**src/rtl/equal_pkg.sv**
```systemverilog
// Shared defaults, counter type and decision states for the equal block.
// Optional arrival-tolerance feature is enabled by defining EQUAL_TOL_EN.
package equal_pkg;

  localparam int TOL_DEFAULT     = 1;
  localparam int PULSE_W_DEFAULT = 1;

  typedef logic [3:0] cnt_t;

  typedef enum logic [1:0] {
    S_IDLE,
    S_WAIT,
    S_PULSE,
    S_DONE
  } state_t;

endpackage

```
**src/rtl/equal_arrival.sv**
```systemverilog
// Per-input rising-edge detector that reports only the first event of a wave.
// Works the same whether or not EQUAL_TOL_EN is defined.
module equal_arrival
  import equal_pkg::*;
(
  input  logic aclk,
  input  logic grst,
  input  logic rst,
  input  logic din,
  output logic first
);

  logic prev;
  logic flag;

  // prev comes out of global reset high so a level that is already high is never an event
  always_ff @(posedge aclk or negedge grst) begin
    if (!grst) begin
      prev <= 1'b1;
      flag <= 1'b0;
    end else if (rst) begin
      prev <= din;
      flag <= 1'b0;
    end else begin
      prev <= din;
      if (first) begin
        flag <= 1'b1;
      end
    end
  end

  assign first = din & ~prev & ~flag & ~rst;

endmodule

```
**src/rtl/equal.sv**
```systemverilog
// Temporal equality: pulses y when a and b rise together (or within TOL cycles
// when EQUAL_TOL_EN is defined). One decision per wave; rst starts a new wave.
module equal
  import equal_pkg::*;
#(
  parameter int TOL     = TOL_DEFAULT,
  parameter int PULSE_W = PULSE_W_DEFAULT
) (
  input  logic aclk,
  input  logic grst,
  input  logic rst,
  input  logic a,
  input  logic b,
  output logic y
);

  localparam cnt_t PW_C = cnt_t'(PULSE_W);

  if (PULSE_W < 1 || PULSE_W > 15 || TOL < 0 || TOL > 15) begin : g_param_check
    $error("equal: TOL or PULSE_W out of range");
  end

  logic   first_a;
  logic   first_b;
  state_t state;
  state_t state_n;
  cnt_t   pcnt;
  cnt_t   pcnt_n;
  logic   y_n;

  equal_arrival u_arr_a (
    .aclk  (aclk),
    .grst  (grst),
    .rst   (rst),
    .din   (a),
    .first (first_a)
  );

  equal_arrival u_arr_b (
    .aclk  (aclk),
    .grst  (grst),
    .rst   (rst),
    .din   (b),
    .first (first_b)
  );

`ifdef EQUAL_TOL_EN
  localparam cnt_t TOL_C = cnt_t'(TOL);
  cnt_t sep;
  cnt_t sep_n;

  // sep holds the separation the next edge would have from the first arrival
  always_ff @(posedge aclk or negedge grst) begin
    if (!grst) begin
      sep <= '0;
    end else begin
      sep <= sep_n;
    end
  end
`endif

  always_ff @(posedge aclk or negedge grst) begin
    if (!grst) begin
      state <= S_IDLE;
      pcnt  <= '0;
      y     <= 1'b0;
    end else begin
      state <= state_n;
      pcnt  <= pcnt_n;
      y     <= y_n;
    end
  end

  always_comb begin
    state_n = state;
    pcnt_n  = pcnt;
    y_n     = 1'b0;
`ifdef EQUAL_TOL_EN
    sep_n   = sep;
`endif
    if (rst) begin
      state_n = S_IDLE;
      pcnt_n  = '0;
`ifdef EQUAL_TOL_EN
      sep_n   = '0;
`endif
    end else begin
      case (state)
        S_IDLE: begin
          if (first_a && first_b) begin
            state_n = S_PULSE;
            pcnt_n  = cnt_t'(1);
            y_n     = 1'b1;
          end else if (first_a || first_b) begin
`ifdef EQUAL_TOL_EN
            if (TOL_C == '0) begin
              state_n = S_DONE;
            end else begin
              state_n = S_WAIT;
              sep_n   = cnt_t'(1);
            end
`else
            state_n = S_DONE;
`endif
          end
        end
        S_WAIT: begin
`ifdef EQUAL_TOL_EN
          // only the input that has not yet arrived can report a first event here
          if (first_a || first_b) begin
            state_n = S_PULSE;
            pcnt_n  = cnt_t'(1);
            y_n     = 1'b1;
          end else if (sep >= TOL_C) begin
            state_n = S_DONE;
          end else begin
            sep_n = sep + cnt_t'(1);
          end
`else
          state_n = S_DONE;
`endif
        end
        S_PULSE: begin
          if (pcnt >= PW_C) begin
            state_n = S_DONE;
          end else begin
            pcnt_n = pcnt + cnt_t'(1);
            y_n    = 1'b1;
          end
        end
        default: begin
          state_n = S_DONE;
        end
      endcase
    end
  end

endmodule

```
**config.mk**
```make
export PLATFORM = sky130hd
export DESIGN_NAME = equal
export DESIGN_NICKNAME = d
export VERILOG_FILES = /design/src/rtl/equal_pkg.sv /design/src/rtl/equal_arrival.sv /design/src/rtl/equal.sv
export SDC_FILE = /design/constraint.sdc
export NUM_CORES = 1
export LEC_CHECK = 0
export ABC_CLOCK_PERIOD_IN_PS = 2060
export CORE_MARGIN = 5
export CORE_UTILIZATION = 40
export CTS_BUF_LIST = sky130_fd_sc_hd__clkbuf_4 sky130_fd_sc_hd__clkbuf_8
export DETAILED_ROUTE_END_ITERATION = 8
export MAX_ROUTING_LAYER = met4
export PLACE_DENSITY_LB_ADDON = 0.05
export SYNTH_ARGS = -nofsm -noshare
export SYNTH_HDL_FRONTEND = slang
export SYNTH_SLANG_ARGS = --single-unit
```
**constraint.sdc**
```tcl
create_clock -name aclk -period 2.06 [get_ports aclk]
set_input_delay 0.412 -clock aclk [delete_from_list [all_inputs] [get_ports aclk]]
set_output_delay 0.412 -clock aclk [all_outputs]
set_load 0.03 [all_outputs]
```
# --- Word level (Yosys, flattened, before mapping) ---
# Cells that the tools add are included.
word_totals:
  ff_bits: 11
  inputBits: 5
  out_inout_bits: 1
  wordCells: 50
classes:
  add_sub_neg: 1
  magnitude_cmp: 1
  n_eq_ne: 5
  mux: 17
  bitwise_logic: 11
  n_reduce_logical: 8
ops:
  columns: ["operator", "n"]
  rows:
  - ["two-way mux 4 bit", 3]
  - ["!= test 3 bit (second input constant)", 3]
  - ["two-way mux 2 bit", 4]
  - ["case mux 4 bit (2 select lines)", 1]
  - ["two-way mux 1 bit", 7]
  - ["bitwise AND 1 bit", 6]
  - ["inverter 1 bit", 5]
  - ["adder 4 x 1 -> 4 bit (second input constant)", 1]
  - ["greater-or-equal comparator 4 x 1 -> 1 bit (second input constant)", 1]
  - ["!= test 4 bit (second input constant)", 1]
  - ["case mux 2 bit (2 select lines)", 1]
  - ["nonzero test 2 bit", 2]
  - ["AND reduction 3 bit", 1]
  - ["nonzero test 3 bit", 1]
  - ["equality test 2 bit (second input constant)", 1]
  - ["zero test 2 bit", 1]
  - ["case mux 1 bit (2 select lines)", 1]
  - ["AND reduction 2 bit", 1]
  - ["logical AND 1 bit", 1]
  - ["logical OR 1 bit", 1]

# --- Longest topological paths before layout ---
# Gate-level depths: netlist of run 1.
depth:
  depth_word: 9
  ltp_mapped: 5
  ltp_nobuf: 5

# --- Hierarchy ---
# From an unflattened synthesis of run 1, not the netlist that was laid out.
hier_totals:
  hier_cells: 42
  hier_area_um2: 531.8
by_module_without_submodules:
  columns: ["mod", "instances", "cells_each", "area_per_inst_um2", "seq_area_each_um2"]
  rows:
  - ["equal", 1, 30, 356.6, 175.2]
  - ["equal_arrival", 2, 6, 87.6, 51.3]

# --- Worst setup path before layout of run 1 ---
# No wires, ideal clock.
synth_timing:
  path_kind: "register to register"
  startpoint: "reg pcnt[0]"
  endpoint: "reg pcnt[0]"
  arrival_ns: 1.176
  required_ns: 1.936
  path_slack_ns: 0.760
  stages_incl_launch_ff: 6
  n_path_buf: 0
  path_cell_list: "dfrtp_1 -> inv_1 -> ha_1 -> nor2b_1 -> and2_1 -> o31a_1"
synth_via:
  elab_chain_cells: 4
  word_cells_on_any_way: 7
synth_rtl:
  columns: ["element", "line_no", "source"]
  rows:
  - ["from (decl)", "equal.sv:27", "cnt_t pcnt;"]
  - ["from (signal assigned)", "equal.sv:69", "pcnt <= pcnt_n;"]
  - ["adder 4 x 1 -> 4 bit", "equal.sv:127", "pcnt_n = pcnt + cnt_t'(1);"]
  - ["two-way mux 4 bit", "equal.sv:124", "if (pcnt >= PW_C) begin"]
  - ["case mux 4 bit (2 select lines)", "equal.sv:88", "case (state)"]
  - ["two-way mux 4 bit", "equal.sv:81", "if (rst) begin"]
# Parallel ways exist; a longest one is shown, timed or not. The select of a mux whose other input is x is not followed.
# A chain may end at the register's enable or synchronous reset.

# --- Final worst setup path of run 1 ---
layout_timing:
  startpoint: "reg y"
  endpoint: "out y"
layout_lines:
  columns: ["element", "line_no", "source"]
  rows:
  - ["from (decl)", "equal.sv:14", "output logic y"]
  - ["from (signal assigned)", "equal.sv:70", "y <= y_n;"]
# No word-level cell between the ends.

==> implementation parameters, run 1 <==
Parameter                              Value

Finish
  Commonest non-fill, non-tap cell in the layout ... sky130_fd_sc_hd__dfrtp_1
  Highest-count cells in the layout ignoring fill and taps ... sky130_fd_sc_hd__dfrtp_1 (9), sky130_fd_sc_hd__clkdlybuf4s50_1 (5), sky130_fd_sc_hd__nor2_1 (4), sky130_fd_sc_hd__clkbuf_4 (4)
  Final Util ... 0.490
  Final design area excluding fillers ... 622 um2
  Synthesis-to-layout area growth ... 18.1%
  Share of final-layout standard cells stronger than drive strength 1 ... 0.192
  Nets ... 61
  Count of inserted antenna diode cells ... 0

Die
  I/O pins ... 6
  Effective utilization at floorplan ... 0.415
  Site Rows ... 13
  Vertical die dimension ... 46.3 um
  Horizontal die dimension ... 46.3 um
  Core Area ... 0.00127 mm2
  Die footprint ... 0.00214 mm2

Synth
  Share of synthesized area spent on multiplexers ... 0
  Cell area after synthesis ... 527 um2
  Warning count from the yosys run ... 0
  Unique cell type count in the Yosys netlist ... 23
  FF+latch count, synth ... 11
  Post-Synthesis Cells ... 44
  Compound-gate portion of the synthesized area ... 0.143
  Largest family of logic cells by synthesized area ... simple AND/OR/NAND/NOR gates
  Xor and xnor area share after synthesis ... 0
  Mean Syn Cell Area ... 12.0 um2
  Simple-gate portion of the synthesized area ... 0.230
  Net count of the mapped netlist ... 52
  Portion of the post-synthesis area used by sequential elements ... 0.527
  Adder-Cell Fraction of Synth Area ... 0.0713

STA
  Worst-margin pin slew ... 0.469 ns
  Pins Over Slew Limit ... 0
  Setup violations, final ... 0
  Hold Fails Final Rpt ... 0
  Sum of negative setup slack ... 0 ns
  Hold slack final ... 0.469 ns
  Clock skew after layout ... 0.00406 ns
  Maximum clock frequency ... 602 MHz
  RSZ-0062 raised after global routing ... false
  Final cycle utilization of the critical path ... 0.806
  Final worst path period need ... 1.66 ns
  Worst relative slew slack ... 0.687

Drt
  Via density per instance ... 5.60
  Post-detailed-route wirelength per cell ... 14.1 um
  Total vias in the final route ... 375
  Highest routed layer ... met3
  Number of design-rule violations left by the first detailed-router iteration ... 5
  Number of detailed-route iterations in the first pass ... 4
  Met2 Routed Length ... 485 um
  Remaining antenna violation count ... 0
  Met1 routed wirelength after detailed routing ... 428 um
  Residual DRC count ... 0
  Routed wl met3 ... 34 um
  Total Routed Length ... 948 um

Global routing
  Number of antenna violations at the first check in global routing ... 0
  Number of global-route vias before repair ... 376
  Total global-route track usage ... 0.111
  Wire length of the first global-routing pass ... 1590 um
  Largest net degree at the start of global routing ... 12
  Total gr overflow ... 0

Placed design
  Placer's final routability congestion estimate ... 0.749
  Port Buffers ... 5
  Cell area reported after detailed placement ... 592 um2

Clock tree
  Post-cts resize count ... 0
  # clock sinks ... 11
  Buffers inserted by post-CTS timing repair ... 0
  TritonCTS clock tree ... done
  H-tree Lvls ... 1
  Maximum count of clock buffers along a single path ... 2
  Clock root cell ... sky130_fd_sc_hd__clkbuf_4
  Cts bufs inserted ... 3
  Clock insertion delay at the later pin of the skew report ... 0.26 ns
  Clk pin slew, worst setup/hold paths ... 0.07 ns
  Hold_buf cts ... 0

Power and ir drop
  Combinational share of power ... 0.177
  Pwr dens ... 790 mW/mm2
  Clock network fraction of total power ... 0.313
  Cell leakage power ... 0.267 nW
  Switching power total ... 0.000129 W
  Internal Pwr Total ... 0.000363 W
  Total design power ... 0.000491 W
  Maximum resistive drop on vdd ... 0.379 mV
  Switching Share ... 0.262
  Sequential fraction of design power ... 0.509

Worst setup path
  CP Class ... reg2out
  Startpoint of the most critical register-to-register path ... pcnt[0]
  CP peak stage delay ... 0.66 ns
  Slowest library cell on the worst path ... sky130_fd_sc_hd__clkdlybuf4s50_1
  Arrival time reported for the critical path endpoint ... 1.25 ns
  Start point of the critical path ... y
  Critical path peak fanout ... 1
  Critical path, cell by cell ... clkdlybuf4s50_1
  Endpoint class of the critical path ... output pin
  Buffering stage count on the worst path with inverters included ... 1
  WP data required ... 1.65 ns
  Cell type group with the largest total delay on the critical path ... buffers and inverters
  Worst setup SP type ... register

Flow run
  Number of max-cap violations ... 0

Min path
  Worst min-delay path class ... in2async

Status
  Status ... finished, final reports clean
==> synth_stat cells <==
master	count	share of area
sky130_fd_sc_hd__nand3_1	1	0.0095
sky130_fd_sc_hd__o41ai_2	1	0.031
sky130_fd_sc_hd__dfstp_2	2	0.10
sky130_fd_sc_hd__and2_1	1	0.012
sky130_fd_sc_hd__clkbuf_1	1	0.0071
sky130_fd_sc_hd__or3b_1	1	0.017
sky130_fd_sc_hd__and3_1	1	0.012
sky130_fd_sc_hd__o31a_1	1	0.017
sky130_fd_sc_hd__a311oi_1	1	0.017
sky130_fd_sc_hd__a31oi_1	2	0.024
sky130_fd_sc_hd__ha_1	3	0.071
sky130_fd_sc_hd__dfrtp_1	9	0.43
sky130_fd_sc_hd__nor2b_1	1	0.012
sky130_fd_sc_hd__nand2_1	2	0.014
sky130_fd_sc_hd__nor4b_4	1	0.045
sky130_fd_sc_hd__or3b_4	1	0.021
sky130_fd_sc_hd__a21oi_1	2	0.019
sky130_fd_sc_hd__o21ba_2	1	0.019
sky130_fd_sc_hd__nor3b_1	3	0.043
sky130_fd_sc_hd__nor2_1	4	0.028
sky130_fd_sc_hd__o41ai_1	1	0.017
sky130_fd_sc_hd__inv_1	3	0.021
sky130_fd_sc_hd__nand4b_1	1	0.017
==> flip-flops by register name, summed over array words and instances (netlist names) <==
| name | cells |
|---|---|
| pcnt | 4 |
| state | 2 |
| u_arr_a.flag | 1 |
| u_arr_a.prev | 1 |
| u_arr_b.flag | 1 |
| u_arr_b.prev | 1 |
| y | 1 |
==> through the flow <==
stage,worst slack (ns),instances
2_1_floorplan,0.760,44
3_3_place_gp,0.257,63
3_5_place_dp,0.193,63
4_1_cts,0.386,67
5_1_grt,0.362,67
6_report,0.399,67
==> area by class of cell <==
class	instances	area, um2
sequential	11	278
fill	115	647
tap	15	18.8
inverter	3	11.3
clock buffer	4	30.0
timing repair buffer	5	50.0
multi-input combinational	29	234
==> power by group through the flow <==
stage          clock (W)  combinational, W  sequential, W
2_1_floorplan          0         0.0000531       0.000256
5_1_grt         0.000171         0.0000978       0.000252
3_3_place_gp           0         0.0000800       0.000253
6_report        0.000154         0.0000872       0.000250
3_5_place_dp           0         0.0000870       0.000254
4_1_cts         0.000159         0.0000876       0.000250
==> routing by layer <==
metal,up-vias,GRT usage
met3,0,0.0234
met4,0,0.0682
met1,191,0.130
met5,-,-
met2,5,0.170
li1,179,-
==> final timing paths <==
kind	cells after the start	slack [ns]	end
worst min register to register	2	0.53	u_arr_a.flag
worst min-delay path	1	0.47	u_arr_b.flag
worst max-delay path	1	0.40	y
max in group asynchronous	1	1.24	u_arr_a.prev
worst max register to register	5	0.60	pcnt[1]
min in group aclk	2	0.53	u_arr_a.flag
==> kinds of logic after synthesis <==
logic type               Yosys count
AND/OR/NAND/NOR                   17
buffers and inverters              4
flip-flops                        11
AO/OA/AOI/OAI                      9
adder cells (fa/ha/maj)            3
(Power assumes the default switching activity.)
==> run 2: changes to the inputs <==
--- a/config.mk
+++ b/config.mk
@@ -5,7 +5,7 @@
 export SDC_FILE = /design/constraint.sdc
 export NUM_CORES = 1
 export LEC_CHECK = 0
-export ABC_CLOCK_PERIOD_IN_PS = 2060
+export ABC_CLOCK_PERIOD_IN_PS = 1650
 export CORE_MARGIN = 5
 export CORE_UTILIZATION = 40
 export CTS_BUF_LIST = sky130_fd_sc_hd__clkbuf_4 sky130_fd_sc_hd__clkbuf_8
==> constraint.sdc (replaced) <==
create_clock -name aclk -period 1.65 [get_ports aclk]
set_input_delay 0.33 -clock aclk [delete_from_list [all_inputs] [get_ports aclk]]
set_output_delay 0.33 -clock aclk [all_outputs]
set_load 0.03 [all_outputs]
==> run 2 against run 1 <==
Effect of this change:
- worst setup slack got worse by 0.32 ns
- count of clock-buffer cells in the layout unchanged
- clock power increased by 24%
- total power increased by 25%
==> implementation parameters, run 2 (synthesis gave the netlist of run 1 again) <==
Parameter                              Value

Finish
  Share of final-layout standard cells stronger than drive strength 1 ... 0.222 (+0.0299)
  Final Non-Filler Cells ... 69 (+3.0%)
  Final design area excluding fillers ... 637 um2 (+2.4%)
  Area occupied by multi-input gates ... 234 um2 (unchanged)
  Largest register by flop count ... pcnt
  Commonest non-fill, non-tap cell in the layout ... sky130_fd_sc_hd__dfrtp_1
  Count of inserted antenna diode cells ... 0 (unchanged)
  Max reg flops ... 4 (unchanged)
  Regs by FF count ... pcnt x4, state x2
  Highest-count cells in the layout ignoring fill and taps ... sky130_fd_sc_hd__dfrtp_1 (9), sky130_fd_sc_hd__clkdlybuf4s50_1 (5), sky130_fd_sc_hd__nor2_1 (4), sky130_fd_sc_hd__clkbuf_4 (4)
  Nets ... 63 (+3.3%)
  Synthesis-to-layout area growth ... 20.9%
  Sequential cell area ... 278 um2 (unchanged)
  Count of filler cells inserted in the layout ... 124 (+7.8%)

Clock tree
  Post-cts resize count ... 0 (unchanged)
  Clock insertion delay at the later pin of the skew report ... 0.26 ns (about the same)
  Buffers inserted by post-CTS timing repair ... 0 (unchanged)
  H-tree Lvls ... 1 (unchanged)
  Clk pin slew, worst setup/hold paths ... 0.07 ns (about the same)
  Maximum count of clock buffers along a single path ... 2 (unchanged)
  Hold_buf cts ... 0 (unchanged)
  Cts bufs inserted ... 3 (unchanged)
  Clock root cell ... sky130_fd_sc_hd__clkbuf_4
  TritonCTS clock tree ... done
  # clock sinks ... 11 (unchanged)

Min path
  Worst min-delay path class ... in2async

Placed design
  Cell count after placement ... 65 (+3.2%)
  Placer's final routability congestion estimate ... 0.782 (+4.4%)
  Port Buffers ... 5 (unchanged)
  Cell area reported after detailed placement ... 607 um2 (+2.5%)
  Half-perimeter wire length of the detailed placement result ... 735 um

Drt
  Routed wl met3 ... 51 um (+50%)
  Post-detailed-route wirelength per cell ... 13.8 um (-2.3%)
  Remaining antenna violation count ... 0 (unchanged)
  Number of detailed-route iterations in the first pass ... 4 (unchanged)
  Via density per instance ... 5.39 (-3.7%)
  Number of design-rule violations left by the first detailed-router iteration ... 6 (+1)
  Residual DRC count ... 0 (unchanged)
  Met2 Routed Length ... 501 um (+3.3%)
  Total vias in the final route ... 372 (-0.80%)
  Highest routed layer ... met4
  Total Routed Length ... 954 um (+0.63%)
  Met1 routed wirelength after detailed routing ... 398 um (-7.0%)

Worst setup path
  Cell type group with the largest total delay on the critical path ... buffers and inverters
  Arrival time reported for the critical path endpoint ... 1.24 ns (about the same)
  Buffering stage count on the worst path with inverters included ... 1 (unchanged)
  Startpoint of the most critical register-to-register path ... pcnt[0]
  Reg2Reg Capture Point ... pcnt[1]
  Worst setup SP type ... register
  Slowest library cell on the worst path ... sky130_fd_sc_hd__clkdlybuf4s50_1
  WP data required ... 1.32 ns (-0.33 ns)
  Critical path, cell by cell ... clkdlybuf4s50_1
  Critical path peak fanout ... 1 (unchanged)
  Start point of the critical path ... y
  Endpoint class of the critical path ... output pin
  Reg2Reg Setup Slack ... 0.22 ns (-0.38 ns)
  Cells on worst reg2reg path ... 5 (unchanged)
  CP peak stage delay ... 0.66 ns (about the same)
  CP Class ... reg2out

Die
  Die footprint ... 0.00214 mm2 (unchanged)
  Site Rows ... 13 (unchanged)
  Vertical die dimension ... 46.3 um (unchanged)
  Core Area ... 0.00127 mm2 (unchanged)
  Horizontal die dimension ... 46.3 um (unchanged)
  I/O pins ... 6 (unchanged)
  Effective utilization at floorplan ... 0.415 (unchanged)

Status
  Status ... finished, final reports clean

Global routing
  Total global-route track usage ... 0.116 (+0.00505)
  Largest net degree at the start of global routing ... 12 (unchanged)
  Wire length of the first global-routing pass ... 1750 um (+10%)
  Total gr overflow ... 0 (unchanged)
  Number of antenna violations at the first check in global routing ... 0 (unchanged)
  Number of global-route vias before repair ... 401 (+6.6%)

Power and ir drop
  Total design power ... 0.000615 W (+25%)
  Switching power total ... 0.000159 W (+24%)
  Internal Pwr Total ... 0.000456 W (+26%)
  Pwr dens ... 966 mW/mm2 (+22%)
  Clock network fraction of total power ... 0.310 (-0.003)
  Maximum resistive drop on vdd ... 0.468 mV (+23%)
  Cell leakage power ... 0.277 nW (+3.4%)
  Sequential fraction of design power ... 0.510 (about the same)
  Switching Share ... 0.259 (-0.00288)
  Combinational share of power ... 0.181 (+0.004)

STA
  Final cycle utilization of the critical path ... 0.952
  Final worst path period need ... 1.57 ns
  Worst relative slew slack ... 0.674 (-0.0127)
  Clock skew after layout ... 0.00203 ns (-0.00203 ns)
  Sum of negative setup slack ... 0 ns (unchanged)
  Hold slack final ... 0.399 ns (-0.0694 ns)
  Worst-margin pin slew ... 0.488 ns (+0.0190 ns)
  Maximum clock frequency ... 636 MHz
  RSZ-0062 raised after global routing ... false
  Hold Fails Final Rpt ... 0 (unchanged)
  Setup violations, final ... 0 (unchanged)
  Pins Over Slew Limit ... 0 (unchanged)

Flow run
  Number of max-cap violations ... 0 (unchanged)
-- run 2: how the worst max path moves through the flow --
stage | slack (ns) | depth (start not counted) | to
final | 0.08 | 1 | y
after global routing | 0.01 | 5 | pcnt[1]
after CTS | 0.07 | 1 | y
after detailed placement | -0.08 | 4 | pcnt[2]
after global placement | -0.02 | 4 | pcnt[2]
after floorplan | 0.35 | 5 | pcnt[0]
-- run 2: layer usage --
| metal | vias up | track usage |
|---|---|---|
| li1 | 179 | - |
| met1 | 181 | 0.137 |
| met2 | 10 | 0.203 |
| met3 | 2 | 0.0234 |
| met4 | 0 | 0.0170 |
| met5 | - | - |
-- run 2: power groups by stage --
stage,Sequential (W),Combinational (W),Clock [W]
2_1_floorplan,0.000319,0.0000663,0
3_3_place_gp,0.000316,0.000104,0
3_5_place_dp,0.000318,0.000111,0
4_1_cts,0.000313,0.000112,0.000196
5_1_grt,0.000317,0.000125,0.000208
6_report,0.000313,0.000111,0.000191
-- run 2: area by class of cell --
| type | instances | area share |
|---|---|---|
| well taps | 15 | 0.0295 |
| repair buffers | 7 | 0.102 |
| inverters | 3 | 0.0177 |
| flip-flops and latches | 11 | 0.436 |
| multi-input cells | 29 | 0.367 |
| clock buffers | 4 | 0.0472 |
-- run 2: through the flow --
stage          worst slack, ns   util
2_1_floorplan            0.350      -
3_3_place_gp           -0.0207  0.478
3_5_place_dp           -0.0814  0.478
4_1_cts                 0.0654  0.502
5_1_grt                 0.0114  0.502
6_report                0.0787  0.502
